==> config.mk <==
export PLATFORM = sky130hd
export DESIGN_NAME = plic_claim_ctrl_flat
export DESIGN_NICKNAME = d
export VERILOG_FILES = /design/src/rtl/plic_claim_ctrl_pkg.sv /design/src/rtl/plic_claim_ctrl_if.sv /design/src/rtl/plic_claim_ctrl_gateway.sv /design/src/rtl/plic_claim_ctrl.sv /design/src/flat_wrapper.sv
export SDC_FILE = /design/constraint.sdc
export NUM_CORES = 1
export LEC_CHECK = 0
export ABC_CLOCK_PERIOD_IN_PS = 54100
export CAP_MARGIN = 10
export CORE_MARGIN = 8
export CORE_UTILIZATION = 45
export CTS_BUF_LIST = sky130_fd_sc_hd__clkbuf_4 sky130_fd_sc_hd__clkbuf_8 sky130_fd_sc_hd__clkbuf_16
export CTS_CLUSTER_SIZE = 20
export DETAILED_ROUTE_END_ITERATION = 8
export HOLD_SLACK_MARGIN = 0.02
export PLACE_DENSITY = 0.77
export SLEW_MARGIN = 20
export SYNTH_ARGS = -nofsm -noshare
export SYNTH_HDL_FRONTEND = slang
export SYNTH_SLANG_ARGS = --single-unit
==> constraint.sdc <==
create_clock -name clk_i -period 54.1 [get_ports clk_i]
set_input_delay 10.82 -clock clk_i [delete_from_list [all_inputs] [get_ports clk_i]]
set_output_delay 10.82 -clock clk_i [all_outputs]
set_load 0.03 [all_outputs]
==> src/rtl/plic_claim_ctrl_pkg.sv <==
// plic_claim_ctrl_pkg
//   Shared PLIC constants: source count, id/priority widths, edge-gateway
//   pending-counter width and the trigger-mode encoding.
package plic_claim_ctrl_pkg;

  localparam int unsigned IRQ_NUM  = 32;  // sources, including reserved id 0
  localparam int unsigned IRQ_WID  = 5;   // log2(IRQ_NUM)
  localparam int unsigned PRIO_WID = 4;   // per-source priority 0..15
  localparam int unsigned GWP_WID  = 3;   // edge-gateway pending-edge counter

  typedef enum logic {
    TM_LEVL = 1'b0,
    TM_EDGE = 1'b1
  } tm_e;

endpackage

==> src/rtl/plic_claim_ctrl_if.sv <==
// plic_claim_ctrl_if
//   CLAIMCOMP handshake between the PLIC register file (master) and the
//   interrupt-target core (slave).
//     claim_i       : one-cycle CLAIMCOMP read strobe
//     claim_id_o    : id returned by the last claim
//     complete_i    : one-cycle CLAIMCOMP write strobe
//     complete_id_i : id being completed
interface plic_claim_ctrl_if
  import plic_claim_ctrl_pkg::*;
();

  logic               claim_i;
  logic [IRQ_WID-1:0] claim_id_o;
  logic               complete_i;
  logic [IRQ_WID-1:0] complete_id_i;

  modport master (
    output claim_i,
    output complete_i,
    output complete_id_i,
    input  claim_id_o
  );

  modport slave (
    input  claim_i,
    input  complete_i,
    input  complete_id_i,
    output claim_id_o
  );

endinterface

==> src/rtl/plic_claim_ctrl_gateway.sv <==
// plic_gateway
//   Per-source interrupt gateway. Turns the raw line into a pending bit,
//   in level mode (re-pends while the line is high and the source is idle)
//   or edge mode (rising edges that arrive while pending/in service are
//   queued in a saturating counter and drained one at a time).
//     clk_i, rst_i : clock, async active-high reset
//     tm           : trigger mode (TM_LEVL / TM_EDGE)
//     irq          : raw interrupt line
//     is           : source is in service
//     claim_clr    : source is being claimed this cycle
//     ip           : pending bit
module plic_gateway
  import plic_claim_ctrl_pkg::*;
(
  input  logic clk_i,
  input  logic rst_i,
  input  logic tm,
  input  logic irq,
  input  logic is,
  input  logic claim_clr,
  output logic ip
);

  logic               irq_q, irq_d;
  logic               ip_q, ip_d;
  logic [GWP_WID-1:0] cnt_q, cnt_d;
  logic               free;

  always_comb begin
    irq_d = irq;
    ip_d  = ip_q;
    cnt_d = cnt_q;
    free  = ~ip_q & ~is;
    if (tm == TM_LEVL) begin
      cnt_d = '0;
      if (irq && free) ip_d = 1'b1;
    end else if (irq && !irq_q) begin
      // A new edge wins over draining the counter in the same cycle.
      if (free)              ip_d  = 1'b1;
      else if (cnt_q != '1)  cnt_d = cnt_q + 1'b1;
    end else if (cnt_q != '0 && free) begin
      ip_d  = 1'b1;
      cnt_d = cnt_q - 1'b1;
    end
    if (claim_clr) ip_d = 1'b0;
  end

  always_ff @(posedge clk_i or posedge rst_i) begin
    if (rst_i) begin
      irq_q <= 1'b0;
      ip_q  <= 1'b0;
      cnt_q <= '0;
    end else begin
      irq_q <= irq_d;
      ip_q  <= ip_d;
      cnt_q <= cnt_d;
    end
  end

  assign ip = ip_q;

endmodule

==> src/rtl/plic_claim_ctrl.sv <==
// plic_claim_ctrl
//   PLIC interrupt-target core: per-source gateways, in-service tracking,
//   registered priority resolver and the claim/complete handshake that
//   drives the hart external interrupt line.
//     clk_i, rst_i : clock, async active-high reset
//     en_i         : CTRL.EN global enable (gateways run regardless)
//     tm_i         : per-source trigger mode, 0 level / 1 edge
//     prio_i       : priorities, source k at [k*PRIO_WID +: PRIO_WID]
//     ie_i         : per-source enable
//     thold_i      : priority threshold (strictly greater is eligible)
//     irq_i        : raw lines, bit 0 ignored
//     bus          : CLAIMCOMP handshake (slave side)
//     ip_o         : pending bits for the IP register
//     ext_irq_o    : external interrupt request to the hart
module plic_claim_ctrl
  import plic_claim_ctrl_pkg::*;
(
  input  logic                         clk_i,
  input  logic                         rst_i,
  input  logic                         en_i,
  input  logic [IRQ_NUM-1:0]           tm_i,
  input  logic [IRQ_NUM*PRIO_WID-1:0]  prio_i,
  input  logic [IRQ_NUM-1:0]           ie_i,
  input  logic [PRIO_WID-1:0]          thold_i,
  input  logic [IRQ_NUM-1:0]           irq_i,
  plic_claim_ctrl_if.slave             bus,
  output logic [IRQ_NUM-1:0]           ip_o,
  output logic                         ext_irq_o
);

  logic [IRQ_NUM-1:0]  ip;
  logic [IRQ_NUM-1:0]  is_q, is_d;
  logic [IRQ_NUM-1:0]  claim_clr;
  logic [IRQ_WID-1:0]  best_id_q, best_id_d;
  logic [IRQ_WID-1:0]  claim_id_q, claim_id_d;
  logic [IRQ_WID-1:0]  res_id;
  logic [PRIO_WID-1:0] res_prio;
  logic                claim_hit;
  logic                unused_bits;

  // Source 0 has no gateway; its line and mode bits are don't-care.
  assign unused_bits = ^{tm_i[0], irq_i[0]};
  assign ip[0]       = 1'b0;

  for (genvar k = 1; k < IRQ_NUM; k++) begin : g_gw
    plic_gateway u_gw (
      .clk_i     (clk_i),
      .rst_i     (rst_i),
      .tm        (tm_i[k]),
      .irq       (irq_i[k]),
      .is        (is_q[k]),
      .claim_clr (claim_clr[k]),
      .ip        (ip[k])
    );
  end

  // Highest priority wins; strict compare keeps the lowest id on ties.
  // res_prio starts at 0 and eligibility needs prio > thold, so a
  // priority-0 source can never be selected.
  always_comb begin
    res_id   = '0;
    res_prio = '0;
    for (int unsigned k = 1; k < IRQ_NUM; k++) begin
      if (ip[k] && ie_i[k] &&
          prio_i[k*PRIO_WID +: PRIO_WID] > thold_i &&
          prio_i[k*PRIO_WID +: PRIO_WID] > res_prio) begin
        res_id   = IRQ_WID'(k);
        res_prio = prio_i[k*PRIO_WID +: PRIO_WID];
      end
    end
  end

  // The post-claim blank is folded into best_id_q: the claiming edge loads
  // 0, so ext_irq_o drops for one cycle and a back-to-back claim returns 0;
  // the following edge re-resolves from the already-cleared ip.
  always_comb begin
    claim_hit  = bus.claim_i & en_i & (best_id_q != '0);
    claim_id_d = claim_id_q;
    if (bus.claim_i) claim_id_d = en_i ? best_id_q : '0;
    claim_clr  = claim_hit ? (IRQ_NUM'(1) << best_id_q) : '0;
    best_id_d  = claim_hit ? '0 : res_id;
    is_d       = is_q;
    if (bus.complete_i) is_d[bus.complete_id_i] = 1'b0;
    if (claim_hit)      is_d[best_id_q]         = 1'b1;
    is_d[0]    = 1'b0;
  end

  always_ff @(posedge clk_i or posedge rst_i) begin
    if (rst_i) begin
      is_q       <= '0;
      best_id_q  <= '0;
      claim_id_q <= '0;
    end else begin
      is_q       <= is_d;
      best_id_q  <= best_id_d;
      claim_id_q <= claim_id_d;
    end
  end

  assign bus.claim_id_o = claim_id_q;
  assign ip_o           = ip;
  assign ext_irq_o      = en_i & (best_id_q != '0);

endmodule

==> src/flat_wrapper.sv <==
// flat-port wrapper written by rule: the top's interface ports become plain ports
module plic_claim_ctrl_flat import plic_claim_ctrl_pkg::*;
  (clk_i, rst_i, en_i, tm_i, prio_i, ie_i, thold_i, irq_i, ip_o, ext_irq_o, bus_claim_i, bus_complete_i, bus_complete_id_i, bus_claim_id_o);
  plic_claim_ctrl_if bus_i ();
  input  logic clk_i;
  input  logic rst_i;
  input  logic en_i;
  input  logic [IRQ_NUM-1:0] tm_i;
  input  logic [IRQ_NUM*PRIO_WID-1:0] prio_i;
  input  logic [IRQ_NUM-1:0] ie_i;
  input  logic [PRIO_WID-1:0] thold_i;
  input  logic [IRQ_NUM-1:0] irq_i;
  output logic [IRQ_NUM-1:0] ip_o;
  output logic ext_irq_o;
  input wire logic [$bits(bus_i.claim_i)-1:0] bus_claim_i;
  input wire logic [$bits(bus_i.complete_i)-1:0] bus_complete_i;
  input wire logic [$bits(bus_i.complete_id_i)-1:0] bus_complete_id_i;
  output wire logic [$bits(bus_i.claim_id_o)-1:0] bus_claim_id_o;
  assign bus_i.claim_i = bus_claim_i;
  assign bus_i.complete_i = bus_complete_i;
  assign bus_i.complete_id_i = bus_complete_id_i;
  assign bus_claim_id_o = bus_i.claim_id_o;
  plic_claim_ctrl u_core (.clk_i(clk_i), .rst_i(rst_i), .en_i(en_i), .tm_i(tm_i), .prio_i(prio_i), .ie_i(ie_i), .thold_i(thold_i), .irq_i(irq_i), .bus(bus_i), .ip_o(ip_o), .ext_irq_o(ext_irq_o));
endmodule
==> run metrics, run 1 <==
Post-DRT Antenna Nets 0; WP data arrival 54.74 ns; CTS Buffer Depth 2; final setup fails 5; Tightest Pin Transition 1.00 ns; clock share of power under 10%; # hold bufs at CTS 0; critical path launch point type primary input; headroom to the max-slew limit 32.2%; Design Area, Final 28400 µm²; area of the multi-input gates 15300 µm²; pre-CTS WS -3.24 ns; Root Buffer clkbuf_16; Final Net Count 3481; RSZ-0062 raised after global routing yes; count leader, synth inv_1; first-pass GRT wire length roughly 100000 µm; R2R Setup Slk 10.02 ns; share of cells above drive strength 1 27.0%; Setup CP Type primary input to flop; die area 50200 µm²; initial core utilization a little under half; leak pwr between 10 and 15 nW; Mean Syn Cell Area roughly 8.3 µm²; Syn Inst Count about 2300; critical path peak fanout 8; DP Wirelength 51100 µm; Worst Skew 0.0101 ns; largest cells by area after synthesis dfrtp_1 25%, ha_1 14%, o21ai_0 5.4%, inv_1 5.0%, nand2_1 3.8%; Core ar. 42900 µm²; Synth warnings 0; Combinational Power Share roughly 80%; CP dominant cell by count ha_4; top_reg_cell synth dfrtp_1; GRT Residual Overflow 0; die span in y 224 µm; cell taking the most area after synthesis dfrtp_1; CP endpoint kind flop; top cell type's share of synthesized area 25.2%; adder-cell share of the synthesized area 17.5%; Ports between 200 and 300; hold path cells 2; Max VDD drop 0.0489 mV; DRC violations left 0; TritonCTS Sinks 196; Synth Area in XOR/XNOR 1.93%; Post-synth EDFFs 0; cell-internal power 1.04 mW; Slew Viols, Final 0; Synth Area in Compound Gates 22.5%; Worst-path clk slew 0.07 ns; Worst path slowest cell or4_4; chip width 224 µm; row cnt 76; Syn Nets about 2800; failing checks negative setup slack; Total Wirelength 70100 µm; sequential share of power 11.3%; setup tns final -1.31 ns; critical path required time 54.41 ns; number of global-route vias before repair 21100; total CTS buffers 17; register area share after synthesis ~25%; register area a little under 5000 µm²; Register-to-Register Path Depth 240; synth unique cells 103; initial DRC count 1462; Tcrit/Tclk final 101%; initial antenna violation count 16; drt first pass iters 7; Avg WL per Cell approximately 19 µm; vias post-DR between 20000 and 25000; Fillers 3263; CTS tree built; outcome complete, but fails checks; fraction of registers with async set/reset 100%; number of synthesized register bits 196; final hold slack 0.539 ns; Simple-Gate Fraction of Synth Area 20.7%; Max Cap Viol 0; mux cell area share after synthesis 5.39%; top achievable clock speed 0.0184 GHz; largest net degree at the start of global routing around 130; largest family of logic cells by synthesized area compound AO/OA/AOI/OAI gates; Post-DP Area 24800 µm²; worst hold path class flop to flop; H-tree depth 4; NetSw 0.793 mW; pwr dens 64.5 nW/µm²; global-route usage over all layers approximately a quarter; worst skew pair latency 0.45 ns; Worst path max stage delay approximately 0.54 ns; routability cong. 0.910; Setup WS post-layout -0.326 ns; DR vias/cell roughly 6; sw frac 43.2%; final hold vios 0; Synth Cell Area 19500 µm²; synthesis-to-finish area growth 46.0%; commonest cells in the netlist 258 x inv_1, 218 x ha_1, 209 x o21ai_0; crit path time final 54.43 ns; Final Util 66.3%; # port buffers 267
per-stage QoR:
stage          instances  total power [mW]
2_1_floorplan       2343             0.867
3_3_place_gp        3417              1.23
3_5_place_dp        3417              1.27
4_1_cts             3549              1.59
5_1_grt             3602              1.96
6_report            3605              1.83
placed cells by master (no fill, tap or decap), types with 9 or more instances in the layout:
cell               n
a211o_1           10
a211oi_1           9
a21o_1            33
a21oi_1           52
a21oi_2           22
a22oi_1           35
a31oi_1           15
buf_4            399
buf_6             16
clkbuf_16         17
clkdlybuf4s50_1  259
dfrtp_1          196
diode_2           13
fa_1              31
ha_1             156
ha_4              58
inv_1            222
inv_2             26
mux2_4            40
mux2i_1           40
nand2_1          181
nand2_2           11
nand2b_1          52
nand3_1          140
nand3b_1          40
nand4_1           41
nor2_1           144
nor2_4             9
nor2b_1           29
nor3_1            53
o2111ai_1          9
o211ai_1          14
o21a_1            49
o21ai_0          189
o21ai_1           11
o21ai_2           13
o22a_1            12
o311ai_0          32
xnor2_1           39
critical path: cells and delay by family:
family | cells | cell delay, ns
adder cells (fa/ha/maj) | 36 | 8.08
buffers and inverters | 37 | 3.64
AO/OA/AOI/OAI | 91 | 15.95
multiplexers | 25 | 7.70
AND/OR/NAND/NOR | 53 | 8.48
worst paths after layout:
kind,from,endpoint
max in group asynchronous,rst_i,u_core.g_gw[21].u_gw.irq_q
min in group asynchronous,rst_i,u_core.g_gw[3].u_gw.cnt_q[2]
setup / recovery,prio_i[4],u_core.best_id_q[4]
hold / removal,u_core.bus.claim_id_o[1],u_core.bus.claim_id_o[1]
hold reg to reg,u_core.bus.claim_id_o[1],u_core.bus.claim_id_o[1]
setup reg to reg,u_core.g_gw[1].u_gw.ip,u_core.best_id_q[4]
layer usage:
metal  wire length [µm]  GRT usage [%]  vias up
li1                   -              -     9871
met4               3740           13.1        8
met1              27800           29.7    10200
met5                 56              0        -
met3               4150           4.51      232
met2              34400           44.4      741
flip-flops by register name (all words and copies together) (netlist names):
signal and count:
u_core.is_q 31, u_core.g_gw.u_gw.cnt_q 93, u_core.g_gw.u_gw.irq_q 31, u_core.g_gw.u_gw.ip 31, u_core.bus.claim_id_o 5, u_core.best_id_q 5
logic make-up (layout without fill, tap and decap cells):
logic type | Yosys count | in the layout
buffers and inverters | 309 | 973
DFF | 196 | 196
muxes | 96 | 96
AOI/OAI and AO/OA | 639 | 639
other | 1 | 14
and+or+nand+nor | 804 | 804
adders and majority gates | 255 | 255
xor gates and xnor gates | 43 | 43
final cells by class:
cell class	instances	share of cell area, %
sequential	196	17.3
antenna	13	0.114
timing repair buffer	682	20.5
multi-input combinational	1838	53.8
clock inverter	13	0.607
tap	585	2.57
clock buffer	19	1.57
inverter	259	3.55
repair_timing:
action,CTS,global route
pin swaps,86,207
setup endpoints to repair,5,5
resized for setup,174,234
buffers inserted,100,46
power groups by stage:
| stage | logic [mW] | clock network [mW] | registers, mW |
|---|---|---|---|
| 3_3_place_gp | 1.02 | 0 | 0.208 |
| 2_1_floorplan | 0.667 | 0 | 0.199 |
| 4_1_cts | 1.25 | 0.138 | 0.207 |
| 6_report | 1.49 | 0.135 | 0.208 |
| 3_5_place_dp | 1.06 | 0 | 0.209 |
| 5_1_grt | 1.61 | 0.143 | 0.212 |
Power figures use the tool's default switching activity.
==> run 2: changes to the inputs <==
Settings changed: SLEW_MARGIN 20 to 10.
==> results of run 2 <==
The final DEF is identical to that of run 1; final timing and power are the same.
